## src/rtl/uart_rx.sv

```systemverilog
// 8N1 UART receiver with 2-FF input synchronizer and mid-bit sampling.
// Optional even-parity checking is built in when UART_RX_PARITY_EN is defined.
module uart_rx #(
    parameter logic [31:0] FREQ_CLK = 32'd100000000,
    parameter logic [31:0] RX_SPEED = 32'd115200
) (
    input  logic       Clk,
    input  logic       Rst_n,
    input  logic       RXD,
    output logic [7:0] Data,
    output logic       Data_valid,
    output logic       Frame_err,
    output logic       Busy
`ifdef UART_RX_PARITY_EN
    ,
    output logic       Parity_err
`endif
);

    localparam logic [31:0] PULSE_END_OF_COUNT = FREQ_CLK / RX_SPEED;
    localparam logic [31:0] HALF_COUNT         = PULSE_END_OF_COUNT / 2;
    localparam int          CNT_W = (PULSE_END_OF_COUNT < 32'd2) ? 1 : $clog2(PULSE_END_OF_COUNT + 32'd1);
    localparam logic [CNT_W-1:0] CNT_END  = PULSE_END_OF_COUNT[CNT_W-1:0];
    localparam logic [CNT_W-1:0] CNT_HALF = HALF_COUNT[CNT_W-1:0];

    localparam logic [2:0] IDLE       = 3'd0;
    localparam logic [2:0] START_BIT  = 3'd1;
    localparam logic [2:0] RECV_DATA  = 3'd2;
    localparam logic [2:0] STOP_BIT   = 3'd3;
    localparam logic [2:0] PARITY_BIT = 3'd4;
`ifdef UART_RX_PARITY_EN
    localparam logic [2:0] AFTER_DATA = PARITY_BIT;
`else
    localparam logic [2:0] AFTER_DATA = STOP_BIT;
`endif

    logic             rx_meta;
    logic             rx_s;
    logic [2:0]       state;
    logic [CNT_W-1:0] period_cnt;
    logic [2:0]       bit_cnt;
    logic [7:0]       shift_reg;
    logic             cnt_end;
    logic             cnt_half;
`ifdef UART_RX_PARITY_EN
    logic             parity_bit;
`endif

    // Line idles high, so the synchronizer resets to 1 to avoid a false start.
    always_ff @(posedge Clk) begin
        if (!Rst_n) begin
            rx_meta <= 1'b1;
            rx_s    <= 1'b1;
        end else begin
            rx_meta <= RXD;
            rx_s    <= rx_meta;
        end
    end

    assign cnt_end  = (period_cnt == CNT_END);
    assign cnt_half = (period_cnt == CNT_HALF);
    assign Busy     = (state != IDLE);

    always_ff @(posedge Clk) begin
        if (!Rst_n) begin
            state      <= IDLE;
            period_cnt <= '0;
            bit_cnt    <= '0;
            shift_reg  <= '0;
            Data       <= '0;
            Data_valid <= 1'b0;
            Frame_err  <= 1'b0;
`ifdef UART_RX_PARITY_EN
            parity_bit <= 1'b0;
            Parity_err <= 1'b0;
`endif
        end else begin
            Data_valid <= 1'b0;
            Frame_err  <= 1'b0;
`ifdef UART_RX_PARITY_EN
            Parity_err <= 1'b0;
`endif
            case (state)
                IDLE: begin
                    period_cnt <= '0;
                    bit_cnt    <= '0;
                    if (!rx_s) state <= START_BIT;
                end
                START_BIT: begin
                    if (cnt_half) begin
                        period_cnt <= '0;
                        state      <= rx_s ? IDLE : RECV_DATA;
                    end else begin
                        period_cnt <= period_cnt + 1'b1;
                    end
                end
                RECV_DATA: begin
                    // Counter started at mid start bit, so each wrap lands mid data bit.
                    if (cnt_end) begin
                        period_cnt         <= '0;
                        shift_reg[bit_cnt] <= rx_s;
                        if (bit_cnt == 3'd7) begin
                            bit_cnt <= '0;
                            state   <= AFTER_DATA;
                        end else begin
                            bit_cnt <= bit_cnt + 1'b1;
                        end
                    end else begin
                        period_cnt <= period_cnt + 1'b1;
                    end
                end
`ifdef UART_RX_PARITY_EN
                PARITY_BIT: begin
                    if (cnt_end) begin
                        period_cnt <= '0;
                        parity_bit <= rx_s;
                        state      <= STOP_BIT;
                    end else begin
                        period_cnt <= period_cnt + 1'b1;
                    end
                end
`endif
                STOP_BIT: begin
                    // Leaving at mid stop bit lets a gapless next start bit be caught.
                    if (cnt_end) begin
                        period_cnt <= '0;
                        state      <= IDLE;
                        if (rx_s) begin
                            Data       <= shift_reg;
                            Data_valid <= 1'b1;
`ifdef UART_RX_PARITY_EN
                            Parity_err <= ^{shift_reg, parity_bit};
`endif
                        end else begin
                            Frame_err <= 1'b1;
                        end
                    end else begin
                        period_cnt <= period_cnt + 1'b1;
                    end
                end
                default: begin
                    state      <= IDLE;
                    period_cnt <= '0;
                    bit_cnt    <= '0;
                end
            endcase
        end
    end

endmodule

```

## config.mk

```make
export PLATFORM = sky130hd
export DESIGN_NAME = uart_rx
export DESIGN_NICKNAME = d
export VERILOG_FILES = /design/src/rtl/uart_rx.sv
export SDC_FILE = /design/constraint.sdc
export NUM_CORES = 1
export LEC_CHECK = 0
export CAP_MARGIN = 20
export CELL_PAD_IN_SITES_DETAIL_PLACEMENT = 0
export CELL_PAD_IN_SITES_GLOBAL_PLACEMENT = 1
export CORE_UTILIZATION = 46
export CTS_BUF_LIST = sky130_fd_sc_hd__clkbuf_8
export DETAILED_ROUTE_END_ITERATION = 7
export GPL_TIMING_DRIVEN = 0
export PLACE_DENSITY_LB_ADDON = 0.05
export SETUP_SLACK_MARGIN = 0.15
export SYNTH_ARGS = -nofsm -noshare
export SYNTH_HDL_FRONTEND = slang
export SYNTH_SLANG_ARGS = --single-unit
```

## constraint.sdc

```tcl
create_clock -name Clk -period 1.9 [get_ports Clk]
set_input_delay 0.285 -clock Clk [delete_from_list [all_inputs] [get_ports Clk]]
set_output_delay 0.285 -clock Clk [all_outputs]
set_load 0.01 [all_outputs]
```

# Word level (Yosys, flattened, before mapping)
# Cells that the tools add are included.
# totals
regBits	36
input_bits	3
out_inout_bits	11
wordCells	53
# classes
addsub	2
n_lt_le_gt_ge	2
eq_ne	11
n_mux	18
bitwise	1
n_reduce_logical	10
# op_table
op	n
two-way mux 3 bit	7
two-way mux 10 bit	2
one-hot mux 10 bit (2 select lines)	1
one-hot mux 3 bit (4 select lines)	1
adder 10 x 1 -> 10 bit (second input constant)	1
equality test 10 bit (second input constant)	1
equality test 10 x 9 -> 1 bit (second input constant)	1
inequality test 2 bit (second input constant)	5
bitwise mux 8 bit	1
equality test 3 x 2 -> 1 bit (second input constant)	2
one-hot mux 3 bit (2 select lines)	1
AND reduction 3 bit	2
AND reduction 5 bit	1
less-than comparator 3 x 4 -> 1 bit (second input constant)	1
AND reduction 2 bit	2
OR reduction 2 bit	2
adder 3 x 1 -> 3 bit (second input constant)	1
demux 1 bit (select 3 bit)	1
equality test 3 x 1 -> 1 bit (second input constant)	1
equality test 3 bit (second input constant)	1
greater-or-equal comparator 3 x 1 -> 1 bit (second input constant)	1
zero test 3 bit	1
two-way mux 1 bit	3
nonzero test 3 bit	1
other kinds (3)	3

# Logic depth before layout (Yosys ltp)
# Gate-level depths: netlist of run 1.
# depth
depth_word	5
mapped_depth	8
ltp_nobuf	6

# Least setup slack after synthesis of run 1
# No wires, ideal clock.
# synth_path
kind	flip-flop to flip-flop
startpoint	register period_cnt[0]
endpoint	register period_cnt[2]
arrival_time_ps	1622
required_time_ps	1778
path_slack_ps	156
stages_incl_launch_ff	7
path_buffers	0
synth_period_minus_slack_ps	1744
path_cell_list	dfxtp_1 -> inv_1 -> ha_1 -> or4b_1 -> or3_4 -> a2bb2oi_4 -> nor2_1
# synth_between
elab_chain_len	3
word_cells_on_any_way	6
cone_classes	add/sub: 1; eq/ne: 2; mux: 3
# synth_lines
element	line_no	source
from (decl)	40	logic [CNT_W-1:0] period_cnt;
from (signal assigned)	94	period_cnt <= period_cnt + 1'b1;
from (signal assigned)	109	period_cnt <= period_cnt + 1'b1;
from (signal assigned)	138	period_cnt <= period_cnt + 1'b1;
adder 10 x 1 -> 10 bit (tied with other cells)	94, 109, 138	
two-way mux 10 bit, on equally long branches	99, 125, 90	
one-hot mux 10 bit (2 select lines) *	83	case (state)
# Every way passes the cells marked *; elsewhere a longest branch is shown, timed or not.
# A chain may end at the register's enable or synchronous reset.

# Worst setup path in the final report of run 1
# layout_path
startpoint	register state[1]
endpoint	output Busy
# layout_between
elab_chain_len	1
# layout_lines
element	line_no	source
from (decl)	39	logic [2:0] state;
from (signal assigned)	92	state <= rx_s ? IDLE : RECV_DATA;
nonzero test 3 bit	62	assign Busy = (state != IDLE);
to (decl)	13	output logic Busy
# Every way passes these cells.

==> out/results.tsv, run 1 <==
stage	metric	value	unit
status	status	completed	
floorplanning	die-area	3740	µm²
min_path	worstHoldStart	rx_meta	
yosys	synth.distinct_cells	41	
layout	instances_no_fill	240	
worst_setup_path	crit_arrival	1.51	ns
floorplanning	start_util	0.482	
clock_tree	clockBufferDepth	2	
clock_tree	clockRootBuffer	clkbuf_8	
worst_setup_path	critPathKind	reg -> out	
layout	final_common_cell	dfxtp_1	
layout	final_util	0.612	
timing	tightest_slew	0.817	ns
layout	finalNetCount	201	
timing	slew_viol_final	0	
floorplanning	top_level_ports	14	
placed_design	pre_cts_ws	-0.0430	ns
global_routing	grt_pass1_vias	1170	
route	dr.pass1.iters	4	
power_and_ir_drop	p_leak	0.693	nW
placed_design	dp_hpwl	2120	µm
worst_setup_path	r2r-end	period_cnt[9]	
yosys	ys_warn_count	0	
yosys	synth_edf_count	0	
worst_setup_path	cp_max_fo	10	
layout	syn2layout_area_growth	26.9	%
yosys	synth_area_per_cell	9.51	µm²
route	drt-total-wl	3260	µm
yosys	synth_seq_cells	35	
worst_setup_path	reg2reg_slack	0.13	ns
min_path	hold-path-cell-count	1	
yosys	synth-seq-area-share	0.436	
clock_tree	clk_latency	0.29	ns
timing	period_needed	1.79	ns
yosys	synth_fp_nets	177	
route	routedWlPerCell	13.6	µm
global_routing	antenna_found_initial	0	
global_routing	grtUsageTotal	0.201	
job	max_cap_violations	0	
worst_setup_path	critPathRequiredTime	1.62	ns
worst_setup_path	r2r-start	period_cnt[0]	
min_path	min_to	rx_s	
layout	diodes	0	
timing	finalWorstSetupSlack	0.109	ns
yosys	synthCells	169	
route	drc	0	
floorplanning	rows	21	
route	via_count	1265	
layout	most-common-layout-cells	dfxtp_1 (31), nand2_1 (27), mux2i_1 (16)	
floorplanning	die_width	61.1	µm
placed_design	place_area	1800	µm²
power_and_ir_drop	peakVddDrop	0.605	mV
layout	layout-drive-gt1-share	0.186	
route	first_iter_violations	29	
clock_tree	numCtsBuffers	5	
yosys	syn_area	1610	µm²
clock_tree	clkTransAtPathRegs	0.06	ns
timing	setup_viol	0	
layout	largest_reg_flops	10	
placed_design	gp_congestion	0.798	
clock_tree	cts_tree	done	
timing	fin_crit_sh	0.943	
timing	grt_setup_unrepaired	yes	
worst_setup_path	ff2ff_path_depth	6	
min_path	worst_hold_path_type	reg -> reg	
floorplanning	core_region_area	3340	µm²
timing	fin_skew	0.00822	ns
power_and_ir_drop	powerDensity	630	nW/µm²
route	postRouteAntennaNets	0	
timing	finalHoldViolCount	0	
timing	slew_headroom	0.454	
global_routing	grt_pass1_wl	5320	µm
yosys	ys_async_sr_fraction	0	
layout	fin_area	2040	µm²
placed_design	place_inst	228	
worst_setup_path	start_kind	flop	
timing	clock.fmax	558	MHz
floorplanning	die_height	61.1	µm
clock_tree	clkSinkCount	35	
global_routing	grt_max_degree	11	
timing	hold_ws	0.410	ns
clock_tree	ctsHoldBuffers	0	
placed_design	numPortBuffers	13	
clock_tree	ctsHtreeMaxLevel	2	
route	avgViaCountPerCell	5.27	
global_routing	grt_overflow	0	
worst_setup_path	end_kind	output port	
yosys	yosys_most_used_dff	dfxtp_1	
-- report_power, final --
part           switching [mW]  internal [mW]
logic                  0.0250         0.0170
registers             0.00355          0.736
clock network           0.257          0.246
-- worst max-delay path: stages (launching register included) --
cell and delay (ns):
dfxtp_2 0.35, clkbuf_4 0.18, or2_1 0.23, clkdlybuf4s50_1 0.47
-- cell type report --
type                    instances  area (µm²)
multi-input cells             121         920
repair buffers                 16         183
well taps                      46        57.6
clock buffers                   5        68.8
fillers                       300        1300
plain buffers                   9        70.1
flip-flops and latches         35         708
clock inverters                 3        12.5
inverters                       5        21.3
-- how the worst max path moves through the flow --
stage | startpoint | slack (ns) | endpoint | cells past startpoint
floorplan | period_cnt[0] | 0.16 | period_cnt[2] | 6
global placement | period_cnt[0] | 0.03 | period_cnt[9] | 6
detailed placement | Rst_n | -0.04 | Data[4] | 5
CTS | state[0] | 0.09 | Busy | 3
global route | period_cnt[0] | 0.04 | period_cnt[9] | 6
finish | state[1] | 0.11 | Busy | 3
-- synthesized netlist by cell type (3+ instances only) --
library cell  count  area share
nand2b_1          3       0.012
mux2i_1          16        0.10
dfxtp_1          35        0.44
nand4_1           5       0.019
xnor2_1           3       0.016
nor3b_1           4       0.019
nor3_2            3       0.019
ha_1              5       0.039
nand2_1          27       0.063
nand3_1          11       0.034
xor2_1            5       0.027
clkbuf_1          7       0.016
inv_1             4      0.0093
nor2_1           12       0.028
-- cell families after synthesis --
group | synth area share
buf+inv | 0.0381
fa+ha+maj | 0.0389
flops | 0.436
xor+xnor | 0.0436
compound gates | 0.0428
mux | 0.0996
simple gates | 0.301
-- per-layer routing --
| layer | up-vias | track usage | share of wire |
|---|---|---|---|
| li1 | 637 | - | - |
| met2 | 20 | 0.318 | 0.49 |
| met4 | 0 | 0.107 | 0.020 |
| met3 | 7 | 0.0462 | 0.029 |
| met5 | - | 0 | 0 |
| met1 | 601 | 0.254 | 0.46 |
-- what timing repair did --
action | CTS | global route
gates resized for setup | 12 | 17
pin swaps | 5 | 6
setup endpoints to repair | 25 | 32
gates cloned | 1 | 1
setup buffers | 1 | 1
-- per-stage QoR --
step | TNS, ns | power (mW)
after detailed placement | -0.301 | 0.794
after CTS | 0 | 1.30
after global routing | 0 | 1.34
final | 0 | 1.29
after global placement | 0 | 0.793
after floorplan | 0 | 0.779
Power figures use the tool's default switching activity.
==> run 2: changes to the inputs <==
- CORE_UTILIZATION: 46 -> 41
- clock period: 1.9 -> 1.6 ns (I/O delays scaled with it)
==> run 2 against run 1 <==
  * The run now ends with negative setup slack left
  * Largest power group unchanged
  * Via count up 2.0%
  * Combinational power grew 21%
  * Cell count increased by 4.2%
  * Critical path depth up 3
  * Worst hold slack improved by 0.0051 ns
==> out/results.tsv, run 2 (synthesis gave the netlist of run 1 again) <==
stage	metric	value	unit
clock_tree	clk_latency	0.28	ns
placed_design	gp_congestion	0.787	
floorplanning	rows	22	
clock_tree	numCtsBuffers	5	
worst_setup_path	r2r-start	period_cnt[0]	
global_routing	grt_overflow	0	
layout	diodes	0	
route	drt-total-wl	3430	µm
placed_design	place_inst	230	
clock_tree	cts_tree	done	
timing	clock.fmax	583	MHz
worst_setup_path	start_kind	flop	
timing	slew_headroom	0.505	
global_routing	grtUsageTotal	0.186	
worst_setup_path	reg2reg_slack	-0.12	ns
status	status	finished, violations left	
layout	instances_no_fill	250	
global_routing	antenna_found_initial	0	
worst_setup_path	cp_max_fo	5	
worst_setup_path	crit_end	period_cnt[5]	
route	postRouteAntennaNets	0	
clock_tree	clkTransAtPathRegs	0.07	ns
global_routing	grt_pass1_wl	5900	µm
timing	finalWorstSetupSlack	-0.116	ns
route	dr.pass1.iters	4	
floorplanning	die_height	64.6	µm
power_and_ir_drop	p_leak	0.756	nW
worst_setup_path	slowest_delay	0.42	ns
timing	finalHoldViolCount	0	
layout	most-common-layout-cells	dfxtp_1 (31), nand2_1 (27), mux2i_1 (16)	
timing	setup_viol	20	
layout	finalNetCount	209	
worst_setup_path	crit_cells	6	
clock_tree	ctsHtreeMaxLevel	2	
clock_tree	clockBufferDepth	2	
timing	fin_crit_sh	1.07	
floorplanning	top_level_ports	14	
worst_setup_path	crit_buf_inv	1	
route	avgViaCountPerCell	5.16	
clock_tree	clockRootBuffer	clkbuf_8	
clock_tree	clkSinkCount	35	
power_and_ir_drop	powerDensity	744	nW/µm²
worst_setup_path	crit_family	simple AND/OR/NAND/NOR gates	
layout	layout-drive-gt1-share	0.262	
min_path	worst_hold_path_type	reg -> reg	
global_routing	grt_max_degree	11	
route	first_iter_violations	122	
placed_design	place_area	1860	µm²
layout	fin_area	2170	µm²
global_routing	grt_pass1_vias	1329	
timing	period_needed	1.72	ns
floorplanning	die_width	64.6	µm
worst_setup_path	crit_arrival	1.89	ns
layout	largest_reg_flops	10	
worst_setup_path	startpoint	period_cnt[0]	
placed_design	pre_cts_ws	-0.302	ns
placed_design	numPortBuffers	13	
status	violations	negative setup slack	
route	via_count	1290	
floorplanning	start_util	0.433	
power_and_ir_drop	peakVddDrop	0.466	mV
floorplanning	die-area	4180	µm²
worst_setup_path	ff2ff_path_depth	6	
placed_design	dp_hpwl	2210	µm
timing	grt_setup_unrepaired	yes	
floorplanning	core_region_area	3720	µm²
route	routedWlPerCell	13.7	µm
layout	fillers	332	
route	drc	0	
worst_setup_path	critPathKind	reg -> reg	
timing	fin_tns_setup	-1.47	ns
worst_setup_path	critPathSlowestCell	or4b_1	
timing	fin_skew	0.00486	ns
layout	syn2layout_area_growth	34.9	%
timing	slew_viol_final	0	
worst_setup_path	r2r-end	period_cnt[5]	
layout	final_common_cell	dfxtp_1	
timing	tightest_slew	0.741	ns
worst_setup_path	crit_chain	inv_2 -> ha_4 -> or4b_1 -> or3_4 -> a2bb2oi_4 -> nor2_1	
worst_setup_path	end_kind	flop	
worst_setup_path	critPathRequiredTime	1.77	ns
job	max_cap_violations	0	
run 2: cell type report:
| type | instances | area (µm²) | share of cell area |
|---|---|---|---|
| clock buffer | 7 | 96.3 | 0.0444 |
| tap | 48 | 60.1 | 0.0277 |
| sequential | 35 | 711 | 0.328 |
| clock inverter | 1 | 3.75 | 0.00173 |
| multi-input combinational | 121 | 973 | 0.449 |
| timing repair buffer | 24 | 228 | 0.105 |
| buffer | 9 | 77.6 | 0.0358 |
| inverter | 5 | 18.8 | 0.00866 |
run 2: metrics by stage:
| step | total power [mW] | hold slack, ns | util |
|---|---|---|---|
| after floorplan | 0.926 | 0.341 | - |
| after global placement | 0.943 | 0.396 | 0.500 |
| after detailed placement | 0.944 | 0.407 | 0.500 |
| after CTS | 1.64 | 0.422 | 0.571 |
| after global routing | 1.67 | 0.461 | 0.584 |
| final | 1.61 | 0.415 | 0.584 |
run 2: how the worst min path moves through the flow:
stage / startpoint / end / depth (start not counted)
after global placement: rx_meta / rx_s / 1
after detailed placement: rx_meta / rx_s / 1
final: rx_meta / rx_s / 1
after CTS: rx_meta / rx_s / 1
after floorplan: RXD / rx_meta / 1
after global routing: rx_meta / rx_s / 1
run 2: metal layers:
layer,global-route usage,routed length (µm)
met1,0.225,1560
met2,0.311,1690
met3,0.0475,134
met4,0.0778,50
met5,0,0
run 2: report_power, final:
group	switching, mW	internal, mW
registers	0.00430	0.872
logic	0.0306	0.0203
clock network	0.299	0.386
total	0.334	1.28
run 2: what timing repair did:
action	CTS	global route
buffers inserted	9	2
gates cloned	1	0
hold buffers	0	0
pin swaps	7	4
endpoints found under the hold margin	0	0
gates resized for setup	19	13
setup endpoints to repair	34	34
==> run 3: changes to the inputs <==
- CAP_MARGIN: 20 -> 25
==> results of run 3 <==
Final layout, timing and power as in run 2 (identical DEF).
